**src/rtl/mac_fir_seq.sv**
```systemverilog
// Sequential 16-tap symmetric FIR. Each accepted sample drives eight pre-add MAC
// steps on an external DSP slice; the result is shifted, saturated and held until taken.
module mac_fir_seq #(
    parameter int SHIFT = 17,
    parameter int NCOEF = 8
) (
    input  logic        clk,
    input  logic        reset,
    input  logic [17:0] in_data,
    input  logic        in_valid,
    output logic        in_ready,
    output logic [17:0] out_data,
    output logic        out_valid,
    input  logic        out_ready,
    output logic [2:0]  coef_addr,
    input  logic [17:0] coef_data,
    output logic [17:0] mac_a,
    output logic [17:0] mac_b,
    output logic [17:0] mac_d,
    output logic        mac_use_accum,
    input  logic [47:0] mac_p
);
    localparam int DATA_W = 18;
    localparam int NTAP = 2 * NCOEF;
    localparam logic [2:0] K_LAST = 3'(NCOEF - 1);
    localparam logic [3:0] IDX_OLDEST = 4'(NTAP - 1);
    localparam logic signed [DATA_W-1:0] SAT_MAX = 18'sh1FFFF;
    localparam logic signed [DATA_W-1:0] SAT_MIN = 18'sh20000;

    typedef enum logic [1:0] {S_IDLE, S_RUN, S_DRAIN, S_HOLD} state_t;

    state_t                    r_state;
    logic [2:0]                r_k;
    logic signed [DATA_W-1:0]  r_x [NTAP];
    logic signed [DATA_W-1:0]  r_dout_p1;
    logic                      r_vld_p1;
    logic [3:0]                w_idx_new;
    logic [3:0]                w_idx_old;

    function automatic logic signed [DATA_W-1:0] shift_sat(input logic signed [47:0] p);
        logic signed [47:0] s;
        s = p >>> SHIFT;
        if (s > 48'sd131071) begin
            return SAT_MAX;
        end else if (s < -48'sd131072) begin
            return SAT_MIN;
        end else begin
            return s[DATA_W-1:0];
        end
    endfunction

    assign in_ready  = (r_state == S_IDLE);
    assign out_data  = r_dout_p1;
    assign out_valid = r_vld_p1;
    assign w_idx_new = {1'b0, r_k};
    assign w_idx_old = IDX_OLDEST - {1'b0, r_k};

    // Operands are only live during RUN; step k=0 starts a fresh product so stale P never leaks in
    always_comb begin
        coef_addr     = '0;
        mac_a         = '0;
        mac_b         = '0;
        mac_d         = '0;
        mac_use_accum = 1'b0;
        if (r_state == S_RUN) begin
            coef_addr     = r_k;
            mac_a         = coef_data;
            mac_b         = r_x[w_idx_new];
            mac_d         = r_x[w_idx_old];
            mac_use_accum = (r_k != 3'd0);
        end
    end

    always_ff @(posedge clk) begin
        if (reset) begin
            r_state   <= S_IDLE;
            r_k       <= '0;
            for (int i = 0; i < NTAP; i++) begin
                r_x[i] <= '0;
            end
            r_dout_p1 <= '0;
            r_vld_p1  <= 1'b0;
        end else begin
            case (r_state)
                S_IDLE: begin
                    if (in_valid) begin
                        for (int i = NTAP - 1; i > 0; i--) begin
                            r_x[i] <= r_x[i-1];
                        end
                        r_x[0]  <= $signed(in_data);
                        r_k     <= '0;
                        r_state <= S_RUN;
                    end
                end
                S_RUN: begin
                    if (r_k == K_LAST) begin
                        r_k     <= '0;
                        r_state <= S_DRAIN;
                    end else begin
                        r_k <= r_k + 3'd1;
                    end
                end
                // P now holds the k=7 accumulation; this is the output stage boundary
                S_DRAIN: begin
                    r_dout_p1 <= shift_sat($signed(mac_p));
                    r_vld_p1  <= 1'b1;
                    r_state   <= S_HOLD;
                end
                S_HOLD: begin
                    if (out_ready) begin
                        r_vld_p1 <= 1'b0;
                        r_state  <= S_IDLE;
                    end
                end
                default: r_state <= S_IDLE;
            endcase
        end
    end
endmodule
```
**config.mk**
```make
export PLATFORM = sky130hd
export DESIGN_NAME = mac_fir_seq
export DESIGN_NICKNAME = d
export VERILOG_FILES = /design/src/rtl/mac_fir_seq.sv
export SDC_FILE = /design/constraint.sdc
export NUM_CORES = 1
export LEC_CHECK = 0
export BUFFER_PORTS_ARGS = -buffer_cell sky130_fd_sc_hd__clkbuf_2
export CAP_MARGIN = 40
export CORE_MARGIN = 2
export CORE_UTILIZATION = 53
export CTS_CLUSTER_DIAMETER = 60
export DETAILED_ROUTE_END_ITERATION = 10
export PLACE_DENSITY = 0.76
export SYNTH_ARGS = -nofsm -noshare
export SYNTH_HDL_FRONTEND = slang
export SYNTH_SLANG_ARGS = --single-unit
```
**constraint.sdc**
```tcl
create_clock -name clk -period 8.76 [get_ports clk]
set_input_delay 1.314 -clock clk [delete_from_list [all_inputs] [get_ports clk]]
set_output_delay 1.314 -clock clk [all_outputs]
set_load 0.005 [all_outputs]
```
# --- Word level (Yosys, flattened, before mapping) ---
# Memories as Yosys holds them, arrays and structs flattened. A register that Yosys moved wholly into a read port is not among the register bits.
# Index checks and enable logic that the tools add are counted.
word_totals:
  regBits: 24
  mem_bits_rw: 288
  in_bits: 88
  wordCells: 79
  mem_count: 1
memory_table:
  columns: ["memory", "words", "width", "read_ports", "rd_ports_with_merged_regs", "write_ports", "line", "source"]
  rows:
  - ["r_x", 16, 18, 17, 1, 16, "34", "logic signed [DATA_W-1:0] r_x [NTAP];"]
op_classes:
  n_addsub: 2
  order_cmp: 2
  n_eq_ne: 7
  mux: 40
  n_bitwise: 16
  n_reduce_logical: 7
ops:
  columns: ["cell", "count"]
  rows:
  - ["$mux 18", 21]
  - ["$gt 31x18->1 const B", 1]
  - ["$lt 31x18->1 const B", 1]
  - ["$or 1x1->1", 16]
  - ["$mux 3", 3]
  - ["$mux 1", 8]
  - ["$mux 4", 2]
  - ["$pmux 2 s4", 1]
  - ["$mux 2", 3]
  - ["$pmux 3 s2", 1]
  - ["$eq 2x2->1 const B", 2]
  - ["$ne 2x2->1 const B", 2]
  - ["$reduce_and 2->1", 2]
  - ["$reduce_bool 2->1", 2]
  - ["$sub 4x3->4 const A", 1]
  - ["$add 3x1->3 const B", 1]
  - ["$eq 3x3->1 const B", 1]
  - ["$reduce_and 3->1", 1]
  - ["$reduce_bool 3->1", 1]
  - ["$eq 2x1->1 const B", 1]
  - ["$logic_not 2->1", 1]
  - ["$ne 2x1->1 const B", 1]
  - ["$pmux 1 s2", 1]

# --- Longest topological paths before layout ---
# Gate-level depths: netlist of run 1.
logic_depth:
  word_depth: 5
  ltp_mapped: 7
  depth_no_buf: 6

# --- Least setup slack after synthesis of run 1 ---
# No wires, ideal clock.
synth_timing:
  kind: "in2reg"
  start: "input reset"
  end: "memory r_x[0][0], enable pin"
  setup_ps: 703
  t_arrival_ps: 8500
  slack_ps: -443
  cell_stages: 2
  n_path_buf: 1
  cell_sequence: "buf_2 > nand2b_1"
synth_rtl:
  columns: ["item", "line", "source"]
  rows:
  - ["from (decl)", "8", "input logic reset,"]
  - ["to (decl)", "34", null]

# --- Final worst setup path of run 1 ---
layout_timing:
  start: "register r_state[1]"
  end: "output mac_d[6]"
layout_between:
  elab_chain_cells: 2
layout_lines:
  columns: ["item", "line", "source"]
  rows:
  - ["from (decl)", "32", "state_t r_state;"]
  - ["from (signal assigned)", "76", "r_state <= S_IDLE;"]
  - ["from (signal assigned)", "92", "r_state <= S_RUN;"]
  - ["from (signal assigned)", "98", "r_state <= S_DRAIN;"]
  - ["$eq 2x1->1", "65", "if (r_state == S_RUN) begin"]
  - ["$mux 18", "65", null]
  - ["to (decl)", "19", "output logic [17:0] mac_d,"]
# No other way between the ends.

==> results of run 1 <==
[stage by stage]
step | instances | utilization, % | hold WS, ns | area, µm²
6_report | 1442 | 62.0 | 0.444 | 16200
3_5_place_dp | 1383 | 58.0 | 0.439 | 15100
4_1_cts | 1442 | 62.0 | 0.446 | 16200
2_1_floorplan | 950 | - | 0.443 | 14100
5_1_grt | 1442 | 62.0 | 0.477 | 16200
3_3_place_gp | 1378 | 57.6 | 0.433 | 15000
[registers in the layout, indices dropped and copies added (netlist names), named ones only]
| signal | count |
|---|---|
| out_data | 18 |
| out_valid | 1 |
| r_k | 3 |
| r_state | 2 |
| r_x | 288 |
[final cells by class]
class | instances | area share, %
Timing Repair Buffer | 161 | 5.64
Multi-Input combinational cell | 565 | 28.3
Sequential cell | 315 | 56.9
Clock inverter | 21 | 0.937
Clock buffer | 38 | 5.49
Inverter | 7 | 0.163
Tap cell | 335 | 2.59
[layer usage]
layer  part of all wire [%]  up-vias  wire, µm  track usage (%)
met5                  0.051        -        13                0
met2                     46      184     11800             27.8
met1                     47     3919     12200             28.6
met4                    2.1        2       542             4.76
li1                       -     3696         -                -
met3                    4.4       51      1130             3.54
[worst max-delay path, stage by stage, from the launching register on]
cell and delay [ns]:
dfxtp_1 0.34, inv_1 0.09, ha_1 0.57, inv_1 0.39, buf_4 0.38, a21oi_1 0.31
clkbuf_2 0.17
[worst max-delay path by stage]
stage | endpoint | slack, ns | depth (start not counted)
final | mac_d[6] | 4.68 | 6
after global routing | mac_d[6] | 4.48 | 6
after CTS | mac_d[6] | 4.66 | 6
after detailed placement | mac_d[6] | 5.22 | 6
after global placement | r_x[15][8] | 5.27 | 3
after floorplan | r_x[0][0] | 3.06 | 2
[power breakdown]
group / switching (µW) / total (µW) / internal (µW)
sequential: 170 / 2280 / 2100
combinational: 515 / 957 / 441
clock: 558 / 1340 / 786
[logic make-up after synthesis]
group           count (synthesis)
buf+inv                        70
mux                            92
compound gates                 45
flops                         315
simple gates                  421
fa+ha+maj                       7
[synth_stat cells, types with 2 or more instances]
cell type  instances
nand2b_1           2
clkbuf_2           2
buf_6              6
nand4_1            2
ha_1               7
clkbuf_1          39
o21ai_1           17
inv_1              7
buf_2             12
buf_4              3
edfxtp_1         288
nor4_1             2
nor2_1            49
mux4_2            72
a32oi_1            3
dfxtp_1           27
a21oi_1           19
nand2_1           56
mux2i_1           20
and2_1           306
==> results.py, run 1 <==
metrics = {
    "run_status": {
        "outcome": "finished clean",
    },
    "yosys": {
        "synth_seq_cells": 315,
        "synth_edf_count": 288,
        "syn-num-nets": 1045,
        "synth_compound_area_share_pct": 1.92,
        "synthFlopType": "edfxtp_1",
        "synthAdderAreaFrac_pct": 0.622,
        "syn_inst": 950,
        "post_synth_and_or_nand_nor_area_fraction_pct": 16.9,
        "yosysWarnings": 0,
        "ys_types": 31,
        "synth_xor_area_share_pct": 0,
        "ys_async_sr_fraction_pct": 0,
        "synth_top_area_cell": "edfxtp_1",
        "yosysSeqAreaShare_pct": 65.2,
        "synth_top_family_by_area": "simple AND/OR/NAND/NOR gates",
        "synth_top_cells_by_area": "edfxtp_1 61%, and2_1 14%, mux4_2 12%, dfxtp_1 3.8%, nand2_1 1.5%",
        "synthMuxAreaShare_pct": 12.9,
        "yosysTopAreaCellShare_pct": 61.4,
        "synthesis.area_um2": 14100,
        "syn_area_per_cell_um2": 14.8,
    },
    "grt": {
        "grtUsageTotal_pct": 18.6,
        "grt-ovfl-total": 0,
        "grt_first_pass_wirelength_mm": 41.8,
        "antenna_found_initial": 1,
        "grt_start_max_net_pins": 165,
        "grt_pass1_vias": 7775,
    },
    "die": {
        "die_width_um": 167,
        "ios": 166,
        "fp-row-count": 59,
        "die-area_um2": 27900,
        "start_util_pct": 54.0,
        "core-area_um2": 26100,
        "die_h_um": 167,
    },
    "detailed_routing": {
        "ant_nets": 0,
        "wl_per_cell_um": 17.8,
        "via_per_inst": 5.45,
        "drtIter0Drc": 611,
        "drt_first_pass_iters": 5,
        "vias": 7852,
        "drc": 0,
        "routed_wl_mm": 25.7,
    },
    "job": {
        "cap_viol_max_count": 0,
    },
    "timing": {
        "min_period_ns": 4.08,
        "finalHoldViolCount": 0,
        "fin_crit_sh_pct": 46.6,
        "setup_tns_ns": 0,
        "worst_pin_slew_ns": 0.908,
        "clock_skew_ns": 0.0161,
        "setup_viol": 0,
        "max_freq_mhz": 245,
        "slew_headroom_pct": 39.5,
        "rsz0062_at_grt": "false",
        "layout_setup_ws_ns": 4.68,
        "slew_viol_final": 0,
    },
    "cts": {
        "cts-root-buf": "clkbuf_16",
        "post-cts-setup-buffers": 0,
        "hold_buffers": 0,
        "clock_sinks": 315,
        "cts_buffer_depth": 3,
        "insertion_delay_ns": 0.51,
        "htreeDepth": 2,
        "cts_resized": 0,
        "cts_buffers": 34,
        "path_clk_slew_ns": 0.06,
        "cts_tree": "yes",
    },
    "placement": {
        "place_congestion": 0.808,
        "io_buffer_count": 148,
        "place_hpwl_mm": 15.1,
        "place_ws_ns": 5.22,
    },
    "critical_path": {
        "r2r-end": "r_x[13][9]",
        "startpoint": "r_state[1]",
        "cp.required_ns": 7.45,
        "setup.worst_path.end_class": "output pin",
        "crit_type": "reg2out",
        "rrSetupSlack_ns": 6.04,
        "r2r_cells": 5,
        "r2r-start": "r_state[0]",
        "start_kind": "flop",
        "cp_max_fo": 32,
        "worstPathArrival_ns": 2.77,
    },
    "worst_hold_path": {
        "whs_endpoint": "out_data[16]",
        "hp-class": "reg2reg",
        "min_from": "out_data[16]",
        "hold_depth": 2,
    },
    "pwr": {
        "power_density_nw_per_um2": 283,
        "p_leak_uw": 0.00619,
        "irDropWorstVdd_mv": 0.321,
        "power_uw": 4580,
    },
    "finish": {
        "n_fill_cell": 1930,
        "layout_common_cells": "306 x and2_1, 288 x edfxtp_1, 148 x clkbuf_2, 72 x mux4_2, 56 x nand2_1",
        "area_delta_synth_final_pct": 14.7,
        "multi_input_area_um2": 4570,
        "final_common_cell": "and2_1",
        "nNetsFinal": 1179,
        "drive_gt1_share_pct": 25.9,
        "antenna_cells": 0,
        "seq_area_um2": 9190,
    },
}
Note: power is estimated with default switching activity, not from simulation.
==> inputs of run 2 (changes only) <==
--- a/config.mk
+++ b/config.mk
@@ -8,10 +8,10 @@
 export BUFFER_PORTS_ARGS = -buffer_cell sky130_fd_sc_hd__clkbuf_2
 export CAP_MARGIN = 40
 export CORE_MARGIN = 2
-export CORE_UTILIZATION = 53
+export CORE_UTILIZATION = 58
 export CTS_CLUSTER_DIAMETER = 60
 export DETAILED_ROUTE_END_ITERATION = 10
-export PLACE_DENSITY = 0.76
+export PLACE_DENSITY = 0.79
 export SYNTH_ARGS = -nofsm -noshare
 export SYNTH_HDL_FRONTEND = slang
 export SYNTH_SLANG_ARGS = --single-unit
==> constraint.sdc (replaced) <==
create_clock -name clk -period 3.9 [get_ports clk]
set_input_delay 0.585 -clock clk [delete_from_list [all_inputs] [get_ports clk]]
set_output_delay 0.585 -clock clk [all_outputs]
set_load 0.005 [all_outputs]
==> results.py, run 2 (same netlist as run 1, synthesis figures left out) <==
metrics = {
    "cts": {
        "clock_sinks": 315,
        "cts-root-buf": "clkbuf_16",
        "path_clk_slew_ns": 0.06,
        "cts_resized": 0,
        "cts_tree": "yes",
        "htreeDepth": 1,
        "hold_buffers": 0,
        "insertion_delay_ns": 0.55,
        "cts_buffers": 31,
        "cts_buffer_depth": 3,
        "post-cts-setup-buffers": 0,
    },
    "critical_path": {
        "r2r-start": "r_state[0]",
        "setup.worst_path.end_class": "output pin",
        "cp.required_ns": 3.31,
        "path_cells": "inv_1 -> ha_1 -> inv_1 -> buf_4 -> a21oi_1 -> clkbuf_2",
        "worstPathArrival_ns": 2.77,
        "path_buf_inv": 4,
        "crit_type": "reg2out",
        "cp_top_family": "buffers and inverters",
        "r2r_cells": 6,
        "critPathMostFrequentCell": "inv_1",
        "cp_max_fo": 26,
        "start_kind": "flop",
        "rrSetupSlack_ns": 1.58,
        "r2r-end": "r_x[2][4]",
        "cpPeakStageDelay_ns": 0.51,
        "slowest_stage": "ha_1",
    },
    "detailed_routing": {
        "via_per_inst": 5.51,
        "ant_nets": 0,
        "vias": 7914,
        "drc": 0,
        "drtIter0Drc": 699,
        "drt_first_pass_iters": 4,
        "wl_per_cell_um": 17.8,
        "routed_wl_mm": 25.5,
    },
    "finish": {
        "drive_gt1_share_pct": 26.5,
        "final_common_cell": "and2_1",
        "top_register": "r_x",
        "multi_input_area_um2": 4570,
        "layout_common_cells": "306 x and2_1, 288 x edfxtp_1, 148 x clkbuf_2, 72 x mux4_2, 56 x nand2_1",
        "antenna_cells": 0,
        "n_fill_cell": 1685,
        "area_delta_synth_final_pct": 14.3,
        "nNetsFinal": 1184,
        "seq_area_um2": 9190,
        "largest_register_ffs": 288,
    },
    "grt": {
        "grt_pass1_vias": 7791,
        "grt_first_pass_wirelength_mm": 41.6,
        "grt-ovfl-total": 0,
        "antenna_found_initial": 0,
        "grt_start_max_net_pins": 139,
        "grtUsageTotal_pct": 20.1,
    },
    "die": {
        "core-area_um2": 24100,
        "fp-row-count": 57,
        "die_h_um": 160,
        "start_util_pct": 58.4,
        "die_width_um": 160,
        "ios": 166,
        "die-area_um2": 25500,
    },
    "timing": {
        "rsz0062_at_grt": "false",
        "setup_tns_ns": 0,
        "max_freq_mhz": 298,
        "fin_crit_sh_pct": 86.1,
        "slew_viol_final": 0,
        "setup_viol": 0,
        "whs_ns": 0.275,
        "layout_setup_ws_ns": 0.542,
        "clock_skew_ns": 0.0130,
        "slew_headroom_pct": 46.0,
        "finalHoldViolCount": 0,
        "worst_pin_slew_ns": 0.808,
        "min_period_ns": 3.36,
    },
    "worst_hold_path": {
        "min_from": "mac_p[25]",
        "whs_endpoint": "out_data[8]",
        "hold_depth": 3,
        "hp-class": "in2reg",
    },
    "pwr": {
        "power_density_nw_per_um2": 626,
        "p_leak_uw": 0.00619,
        "irDropWorstVdd_mv": 0.423,
    },
    "placement": {
        "place_congestion": 0.729,
        "place_ws_ns": 1.11,
        "place_hpwl_mm": 15.6,
        "io_buffer_count": 148,
    },
    "job": {
        "cap_viol_max_count": 0,
    },
    "run_status": {
        "outcome": "finished clean",
    },
}
[run 2: area by class of cell]
type / count / area share (%)
clock inverter: 14 / 0.606
sequential: 315 / 57.1
timing repair buffer: 169 / 6.05
inverter: 7 / 0.163
tap: 324 / 2.52
clock buffer: 41 / 5.18
multi-input combinational: 565 / 28.4
[run 2: how the worst max path moves through the flow]
stage	slack [ns]	cells past startpoint	endpoint	startpoint
floorplan	0.62	2	r_x[0][0]	reset
global placement	1.19	5	mac_d[4]	r_state[0]
detailed placement	1.11	6	mac_d[4]	r_state[1]
CTS	0.52	6	mac_d[4]	r_state[1]
global route	0.32	6	mac_d[4]	r_state[1]
finish	0.54	6	mac_d[4]	r_state[1]
[run 2: routing by layer]
layer  vias to the layer above  wire (µm)  global-route usage, %
met1                      3975      11800                   31.0
met5                         -          0                      0
met4                         0        419                   4.79
li1                       3701          -                      -
met2                       204      12000                   30.9
met3                        34       1260                   2.68
[run 2: tightest hold or removal path, cell delays in order]
cell      delay, ns
clkbuf_2       0.07
nor2_1         0.03
o21ai_1        0.09
[run 2: per-stage QoR]
stage	total power (µW)	instances	utilization, %	instance area [µm²]
floorplan	6650	950	-	14100
global placement	7280	1378	62.8	15100
detailed placement	7390	1380	62.9	15200
CTS	10200	1435	66.8	16100
global route	10600	1435	66.8	16100
finish	10100	1435	66.8	16100
[run 2: where the power goes]
group,switching (µW),internal (µW)
logic,1130,1030
clock network,1200,1560
registers,440,4720
total,2770,7310
